--- src/rtl/mmio_uart.sv ---
// Memory-mapped 8N1 UART: TX/RX FIFOs, programmable bit divisor, sticky error flags
// and a registered level interrupt, living in a 16-word bus window.

module mmio_uart_fifo #(
  parameter int DEPTH = 4,
  parameter int W     = 8
) (
  input  logic         clk,
  input  logic         rst,
  input  logic         push,
  input  logic [W-1:0] din,
  input  logic         pop,
  output logic [W-1:0] dout,
  output logic         full,
  output logic         empty
);
  localparam int            AW       = $clog2(DEPTH);
  localparam logic [AW:0]   CNT_FULL = (AW+1)'(DEPTH);
  localparam logic [AW:0]   CNT_ONE  = (AW+1)'(1);
  localparam logic [AW-1:0] PTR_ONE  = AW'(1);

  logic [W-1:0]  mem_q [DEPTH];
  logic [AW-1:0] wptr_q, wptr_d, rptr_q, rptr_d;
  logic [AW:0]   cnt_q, cnt_d;
  logic          do_push, do_pop;

  assign full  = (cnt_q == CNT_FULL);
  assign empty = (cnt_q == '0);
  assign dout  = mem_q[rptr_q];

  // A push into a full FIFO is dropped even if a pop happens in the same cycle.
  always_comb begin
    do_push = push & ~full;
    do_pop  = pop & ~empty;
    wptr_d  = do_push ? wptr_q + PTR_ONE : wptr_q;
    rptr_d  = do_pop  ? rptr_q + PTR_ONE : rptr_q;
    cnt_d   = cnt_q;
    if (do_push && !do_pop)      cnt_d = cnt_q + CNT_ONE;
    else if (do_pop && !do_push) cnt_d = cnt_q - CNT_ONE;
  end

  always_ff @(posedge clk) begin
    if (!rst) begin
      wptr_q <= '0;
      rptr_q <= '0;
      cnt_q  <= '0;
    end else begin
      wptr_q <= wptr_d;
      rptr_q <= rptr_d;
      cnt_q  <= cnt_d;
    end
  end

  always_ff @(posedge clk) begin
    if (do_push) mem_q[wptr_q] <= din;
  end
endmodule

module mmio_uart #(
  parameter int FIFO_DEPTH = 4,
  parameter int RESET_DIV  = 16
) (
  input  logic        clk,
  input  logic        rst,
  input  logic        sel,
  input  logic [3:0]  addr,
  input  logic [15:0] wdata,
  input  logic        we,
  input  logic        re,
  output logic [15:0] rdata,
  output logic        tx,
  input  logic        rx,
  output logic        irq
);
  typedef enum logic [1:0] {S_IDLE, S_START, S_DATA, S_STOP} state_e;

  logic        rd, wr;
  logic [15:0] div_q, div_d, rdata_q, rdata_d, status;
  logic [1:0]  ctrl_q, ctrl_d;
  logic        ovr_q, ovr_d, fe_q, fe_d, irq_q, irq_d, tx_done;

  logic       tx_push, tx_pop, tx_full, tx_empty;
  logic [7:0] tx_dout;
  logic       rx_push, rx_pop, rx_full, rx_empty, rx_ovr_set, rx_fe_set;
  logic [7:0] rx_dout;

  state_e      tx_state_q, tx_state_d, rx_state_q, rx_state_d;
  logic [15:0] tx_cnt_q, tx_cnt_d, tx_div_q, tx_div_d;
  logic [15:0] rx_cnt_q, rx_cnt_d, rx_div_q, rx_div_d;
  logic [2:0]  tx_bit_q, tx_bit_d, rx_bit_q, rx_bit_d;
  logic [7:0]  tx_sh_q, tx_sh_d, rx_sh_q, rx_sh_d;
  logic        tx_q, tx_d, tx_bit_end, rx_bit_end, rx_half_end;
  logic        rx_s1_q, rx_s1_d, rx_s2_q, rx_s2_d, rx_s3_q, rx_s3_d;

  mmio_uart_fifo #(.DEPTH(FIFO_DEPTH), .W(8)) u_tx_fifo (
    .clk(clk), .rst(rst), .push(tx_push), .din(wdata[7:0]), .pop(tx_pop),
    .dout(tx_dout), .full(tx_full), .empty(tx_empty)
  );

  mmio_uart_fifo #(.DEPTH(FIFO_DEPTH), .W(8)) u_rx_fifo (
    .clk(clk), .rst(rst), .push(rx_push), .din(rx_sh_q), .pop(rx_pop),
    .dout(rx_dout), .full(rx_full), .empty(rx_empty)
  );

  assign rd      = sel & re;
  assign wr      = sel & we;
  assign tx_done = tx_empty & (tx_state_q == S_IDLE);
  assign status  = {11'h000, fe_q, ovr_q, ~rx_empty, tx_done, tx_full};
  assign rdata   = rdata_q;
  assign tx      = tx_q;
  assign irq     = irq_q;

  // Bus side: register writes, registered reads, sticky flags and irq.
  always_comb begin
    div_d   = div_q;
    ctrl_d  = ctrl_q;
    rdata_d = rdata_q;
    ovr_d   = ovr_q;
    fe_d    = fe_q;
    tx_push = 1'b0;
    rx_pop  = 1'b0;
    if (wr) begin
      case (addr)
        4'd0:    tx_push = 1'b1;
        4'd2:    div_d   = (wdata < 16'd2) ? 16'd2 : wdata;
        4'd3:    ctrl_d  = wdata[1:0];
        default: ;
      endcase
    end
    if (rd) begin
      case (addr)
        4'd0: begin
          rdata_d = rx_empty ? 16'h0000 : {8'h00, rx_dout};
          rx_pop  = ~rx_empty;
        end
        4'd1: begin
          rdata_d = status;
          ovr_d   = 1'b0;
          fe_d    = 1'b0;
        end
        4'd2:    rdata_d = div_q;
        4'd3:    rdata_d = {14'h0000, ctrl_q};
        default: rdata_d = 16'h0000;
      endcase
    end
    // A new error in the same cycle as a STATUS read stays visible for the next read.
    if (rx_ovr_set) ovr_d = 1'b1;
    if (rx_fe_set)  fe_d  = 1'b1;
    irq_d = (ctrl_q[0] & tx_done) | (ctrl_q[1] & ~rx_empty);
  end

  // tx is registered off the current state, so it trails the state by one clock.
  always_comb begin
    tx_state_d = tx_state_q;
    tx_cnt_d   = tx_cnt_q;
    tx_bit_d   = tx_bit_q;
    tx_sh_d    = tx_sh_q;
    tx_div_d   = tx_div_q;
    tx_pop     = 1'b0;
    tx_bit_end = (tx_cnt_q == tx_div_q - 16'd1);
    case (tx_state_q)
      S_IDLE: begin
        if (!tx_empty) begin
          tx_pop     = 1'b1;
          tx_sh_d    = tx_dout;
          tx_div_d   = div_q;
          tx_cnt_d   = '0;
          tx_state_d = S_START;
        end
      end
      S_START: begin
        if (tx_bit_end) begin
          tx_cnt_d   = '0;
          tx_bit_d   = '0;
          tx_state_d = S_DATA;
        end else tx_cnt_d = tx_cnt_q + 16'd1;
      end
      S_DATA: begin
        if (tx_bit_end) begin
          tx_cnt_d = '0;
          tx_sh_d  = {1'b0, tx_sh_q[7:1]};
          if (tx_bit_q == 3'd7) tx_state_d = S_STOP;
          else                  tx_bit_d   = tx_bit_q + 3'd1;
        end else tx_cnt_d = tx_cnt_q + 16'd1;
      end
      S_STOP: begin
        if (tx_bit_end) begin
          tx_cnt_d = '0;
          if (!tx_empty) begin
            tx_pop     = 1'b1;
            tx_sh_d    = tx_dout;
            tx_div_d   = div_q;
            tx_state_d = S_START;
          end else tx_state_d = S_IDLE;
        end else tx_cnt_d = tx_cnt_q + 16'd1;
      end
      default: tx_state_d = S_IDLE;
    endcase
    tx_d = (tx_state_q == S_START) ? 1'b0 :
           (tx_state_q == S_DATA)  ? tx_sh_q[0] : 1'b1;
  end

  always_comb begin
    rx_s1_d     = rx;
    rx_s2_d     = rx_s1_q;
    rx_s3_d     = rx_s2_q;
    rx_state_d  = rx_state_q;
    rx_cnt_d    = rx_cnt_q;
    rx_bit_d    = rx_bit_q;
    rx_sh_d     = rx_sh_q;
    rx_div_d    = rx_div_q;
    rx_push     = 1'b0;
    rx_ovr_set  = 1'b0;
    rx_fe_set   = 1'b0;
    rx_bit_end  = (rx_cnt_q == rx_div_q - 16'd1);
    rx_half_end = (rx_cnt_q == (rx_div_q >> 1) - 16'd1);
    case (rx_state_q)
      S_IDLE: begin
        if (rx_s3_q && !rx_s2_q) begin
          rx_div_d   = div_q;
          rx_cnt_d   = '0;
          rx_state_d = S_START;
        end
      end
      S_START: begin
        if (rx_half_end) begin
          rx_cnt_d = '0;
          rx_bit_d = '0;
          rx_state_d = rx_s2_q ? S_IDLE : S_DATA;
        end else rx_cnt_d = rx_cnt_q + 16'd1;
      end
      S_DATA: begin
        if (rx_bit_end) begin
          rx_cnt_d = '0;
          rx_sh_d  = {rx_s2_q, rx_sh_q[7:1]};
          if (rx_bit_q == 3'd7) rx_state_d = S_STOP;
          else                  rx_bit_d   = rx_bit_q + 3'd1;
        end else rx_cnt_d = rx_cnt_q + 16'd1;
      end
      S_STOP: begin
        if (rx_bit_end) begin
          rx_cnt_d   = '0;
          rx_state_d = S_IDLE;
          if (!rx_s2_q)     rx_fe_set  = 1'b1;
          else if (rx_full) rx_ovr_set = 1'b1;
          else              rx_push    = 1'b1;
        end else rx_cnt_d = rx_cnt_q + 16'd1;
      end
      default: rx_state_d = S_IDLE;
    endcase
  end

  always_ff @(posedge clk) begin
    if (!rst) begin
      div_q      <= 16'(RESET_DIV);
      ctrl_q     <= '0;
      rdata_q    <= '0;
      ovr_q      <= 1'b0;
      fe_q       <= 1'b0;
      irq_q      <= 1'b0;
      tx_state_q <= S_IDLE;
      tx_cnt_q   <= '0;
      tx_bit_q   <= '0;
      tx_sh_q    <= '0;
      tx_div_q   <= 16'(RESET_DIV);
      tx_q       <= 1'b1;
      rx_s1_q    <= 1'b1;
      rx_s2_q    <= 1'b1;
      rx_s3_q    <= 1'b1;
      rx_state_q <= S_IDLE;
      rx_cnt_q   <= '0;
      rx_bit_q   <= '0;
      rx_sh_q    <= '0;
      rx_div_q   <= 16'(RESET_DIV);
    end else begin
      div_q      <= div_d;
      ctrl_q     <= ctrl_d;
      rdata_q    <= rdata_d;
      ovr_q      <= ovr_d;
      fe_q       <= fe_d;
      irq_q      <= irq_d;
      tx_state_q <= tx_state_d;
      tx_cnt_q   <= tx_cnt_d;
      tx_bit_q   <= tx_bit_d;
      tx_sh_q    <= tx_sh_d;
      tx_div_q   <= tx_div_d;
      tx_q       <= tx_d;
      rx_s1_q    <= rx_s1_d;
      rx_s2_q    <= rx_s2_d;
      rx_s3_q    <= rx_s3_d;
      rx_state_q <= rx_state_d;
      rx_cnt_q   <= rx_cnt_d;
      rx_bit_q   <= rx_bit_d;
      rx_sh_q    <= rx_sh_d;
      rx_div_q   <= rx_div_d;
    end
  end
endmodule

--- config.mk ---
export PLATFORM = sky130hd
export DESIGN_NAME = mmio_uart
export DESIGN_NICKNAME = d
export VERILOG_FILES = /design/src/rtl/mmio_uart.sv
export SDC_FILE = /design/constraint.sdc
export NUM_CORES = 1
export LEC_CHECK = 0
export ABC_AREA = 1
export CAP_MARGIN = 10
export CELL_PAD_IN_SITES_DETAIL_PLACEMENT = 1
export CELL_PAD_IN_SITES_GLOBAL_PLACEMENT = 1
export CORE_ASPECT_RATIO = 0.6
export CORE_MARGIN = 1.5
export CORE_UTILIZATION = 46
export CTS_CLUSTER_DIAMETER = 60
export DETAILED_ROUTE_END_ITERATION = 8
export GPL_TIMING_DRIVEN = 0
export PLACE_DENSITY = 0.83
export SYNTH_ARGS = -nofsm -noshare
export SYNTH_HDL_FRONTEND = slang
export SYNTH_SLANG_ARGS = --single-unit
--- constraint.sdc ---
create_clock -name clk -period 3.9 [get_ports clk]
set_input_delay 0.585 -clock clk [delete_from_list [all_inputs] [get_ports clk]]
set_output_delay 0.585 -clock clk [all_outputs]
set_load 0.1 [all_outputs]
==> metrics <==
clock period minus worst slack 3530 ps; detailed-router iteration count before antenna repair 5; run status finished, final reports clean; Design Power 6890 uW; CP Max Fanout 6; Unique masters post-synth 55; Setup-failing EPs final 0; Starting Density 47.0%; via/cell ratio 5.49; CTS buffer count 22; post-route ant nets 0; hold buffer count at cts 0; Fin. Hold Viols 0; prevailing post-synth register cell dfxtp_1; Die X ~200 um; I/O pin count 44; number of cells on the worst hold path 1; share of post-route cells with drive strength above 1 between 7 and 8%; first-pass GRT wire length 53.5 mm; clk sink count 213; DRC 0; r2r startpoint tx_div_q[0]; standard-cell rows 43; Slew HR roughly 34%; Seq cells post-synth around 210; Layout fillers 2885; Fin Clk Skew 10.5 ps; Synth Area in Compound Gates 13.5%; syn nets 1445; FMAX 0.283 GHz; DR WL/cell 18.6 um; share of the synthesized area in the top cell type a little over a quarter; crit-path cells inv_1 > ha_1 > nand3_2 > nor3_1 > inv_1 > nand2_1 > nand4_1 > nor2_2 > nand2_4 > nand2_1 > nand2_1 > ha_1 > inv_1 > fa_1 > o21ai_0 > a21oi_1; CP endpoint u_tx_fifo.cnt_q[1]; Warnings, synthesis 0; Finished Layout Cells 1790; CTS clk-pin slew, worst paths 70 ps; largest family of logic cells by synthesized area simple AND/OR/NAND/NOR gates; gp weighted congestion 0.850; Worst-Margin Slew 991 ps; H-tree Lvls 1; Async SR Flop Fraction 0%; Clk Latency, worst-skew pair between 500 and 600 ps; Synth Area in Simple Gates 26.5%; Netlist Area Pre-Place about 11000 um2; RSZ-0062 raised after global routing false; sequential cell area fraction in the yosys report 45.1%; Nets 1511; placed cell count 1749; cell depth of the worst flop-to-flop path 16; Post-synth EDFFs 64; XOR/XNOR Fraction of Synth Area 4.48%; Mapped Cells 1392; maxcap violations 0; total wire length ~33 mm; power density cells between 500 and 600 nW/um2; setup total negative slack 0 ps; Root Buffer clkbuf_16; count of pins over their slew limit 0; largest net degree at the start of global routing 15; CP startpoint kind register; R2R setup slack about 370 ps; IR drop worst, VDD 0.300 mV; core area between 20000 and 25000 um2; fin crit share approximately 90%; vias in the first global route ~10000; Worst EP arrival between 3000 and 4000 ps; multiplexer area fraction after synthesis 0%; die area around 25000 um2; top cells by area, synth dfxtp_1, edfxtp_1, nand2_1; Buffers on Ports 42; syn_area_per_cell a little under 8 um2; P_leak ~0.005 uW; Area Overhead vs Synth 14.9%; floorplan die height 122 um; GRT Total Usage between 20% and 30%; HP Class reg2reg; GRT Residual Overflow 0; area leader, netlist dfxtp_1; via count between 9000 and 10000; TritonCTS clock tree done; slowest CP cell fa_1; First DRT Iteration DRCs 558; crit path from tx_div_q[0]; CP Depth 16; delay-heaviest family, CP simple AND/OR/NAND/NOR gates; fraction of the mapped netlist area in adder cells 3.25%; Clock Tree Buf Depth 3; initial antenna violation count 1; Reg-to-Reg End u_tx_fifo.cnt_q[1]; dpl hpwl 24.7 mm; critical path class reg2reg; CP Buf/Inv Count 3; critical path required time 4300 ps; Finished Core Util 53.9%; CP endpoint kind register; Worst path max stage delay 450 ps
metrics by stage:
stage / instance area [um2] / hold WS (ps) / setup WS [ps]
floorplan: 10900 / 393 / 1060
global placement: 11700 / 399 / 577
detailed placement: 11700 / 410 / 352
CTS: 12500 / 426 / 329
global route: 12500 / 449 / 54.8
finish: 12500 / 420 / 371
final cells by class:
type                            instances  area, um2  area share, %
Antenna cell                            1       2.50         0.0201
Buffer                                 49        231           1.86
Timing Repair Buffer                   42        420           3.37
Inverter                              144        543           4.35
Sequential cell                       213       4900           39.3
Clock inverter                         14        198           1.58
Multi-Input combinational cell        986       5190           41.6
Clock buffer                           26        597           4.78
Tap cell                              315        394           3.16
logic make-up after synthesis:
family / count (synthesis)
flops: 213
xor+xnor: 54
simple gates: 646
fa+ha+maj: 27
compound gates: 259
buf+inv: 193
worst reg2reg max path: stages (launching register included):
cell	delay, ps
dfxtp_1	350
inv_1	110
ha_1	210
nand3_2	160
nor3_1	350
inv_1	90
nand2_1	70
nand4_1	100
nor2_2	300
nand2_4	140
nand2_1	280
nand2_1	200
ha_1	250
inv_1	120
fa_1	450
o21ai_0	180
a21oi_1	70
Yosys cell counts, types with 13 or more instances:
cell type,count
edfxtp_1,64
nand4_1,16
xnor2_1,13
a21oi_1,116
ha_1,25
nor3_1,13
nand3_1,88
inv_1,132
o21ai_0,97
clkbuf_1,37
nand2_1,301
xor2_1,40
nor2_1,166
dfxtp_1,149
report_power, final:
part	switching, uW	internal, uW	total (uW)
sequential	140	2410	2550
combinational	1400	586	1980
clock	927	1420	2350
total	2470	4420	6890
placed cells by master, fill, tap and decap left out, types with 3 or more instances in the layout:
master,n
inv_1,132
nor2_2,8
clkdlybuf4s50_1,42
nor2_4,9
o211ai_1,3
buf_2,4
nand2_1,301
dfxtp_1,149
xnor2_1,13
bufinv_16,5
clkinv_1,4
nor4_1,5
clkbuf_1,39
or2_2,10
buf_6,4
clkbuf_16,23
o21ai_0,97
a211oi_2,7
nand3b_1,8
ha_1,24
inv_2,9
nor2_1,166
xor2_1,40
a21oi_1,116
edfxtp_1,64
nand4_1,16
nand2_4,3
nand2_2,10
a32o_1,7
o21bai_1,3
nand3_1,88
nor3_1,13
o22ai_1,9
clkinv_2,5
what timing repair did:
| action | 4_1_cts | 5_1_grt |
|---|---|---|
| setup buffers | 0 | 0 |
| endpoints found under the setup margin | 0 | 1 |
| resized for setup | 0 | 1 |
how the worst min path moves through the flow:
stage / startpoint / to
4_1_cts: rx_s1_q / rx_s2_q
3_3_place_gp: rx_s1_q / rx_s2_q
5_1_grt: rx_s1_q / rx_s2_q
6_report: rx_s1_q / rx_s2_q
2_1_floorplan: rx_s1_q / rx_s2_q
3_5_place_dp: rx_s1_q / rx_s2_q
per-layer routing:
metal  vias to the layer above  GRT usage (%)  share of wire [%]
met4                         0           7.09                2.5
met3                        59           4.65                5.3
met5                         -              0                  0
met1                      4787           38.9                 48
met2                       242           44.8                 44
li1                       4732              -                  -
state kept, by name, indices dropped and copies added, names as in the netlist, 2 cells and up, named ones only:
signal,flops
u_rx_fifo.mem_q,32
rx_sh_q,8
div_q,16
u_rx_fifo.wptr_q,2
rx_div_q,16
tx_bit_q,3
u_rx_fifo.rptr_q,2
rx_cnt_q,16
tx_cnt_q,16
rx_bit_q,3
u_tx_fifo.rptr_q,2
rdata,16
tx_div_q,16
tx_state_q,2
u_tx_fifo.mem_q,32
u_tx_fifo.wptr_q,2
tx_sh_q,8
u_tx_fifo.cnt_q,3
ctrl_q,2
u_rx_fifo.cnt_q,3
Note: power is estimated with default switching activity, not from simulation.
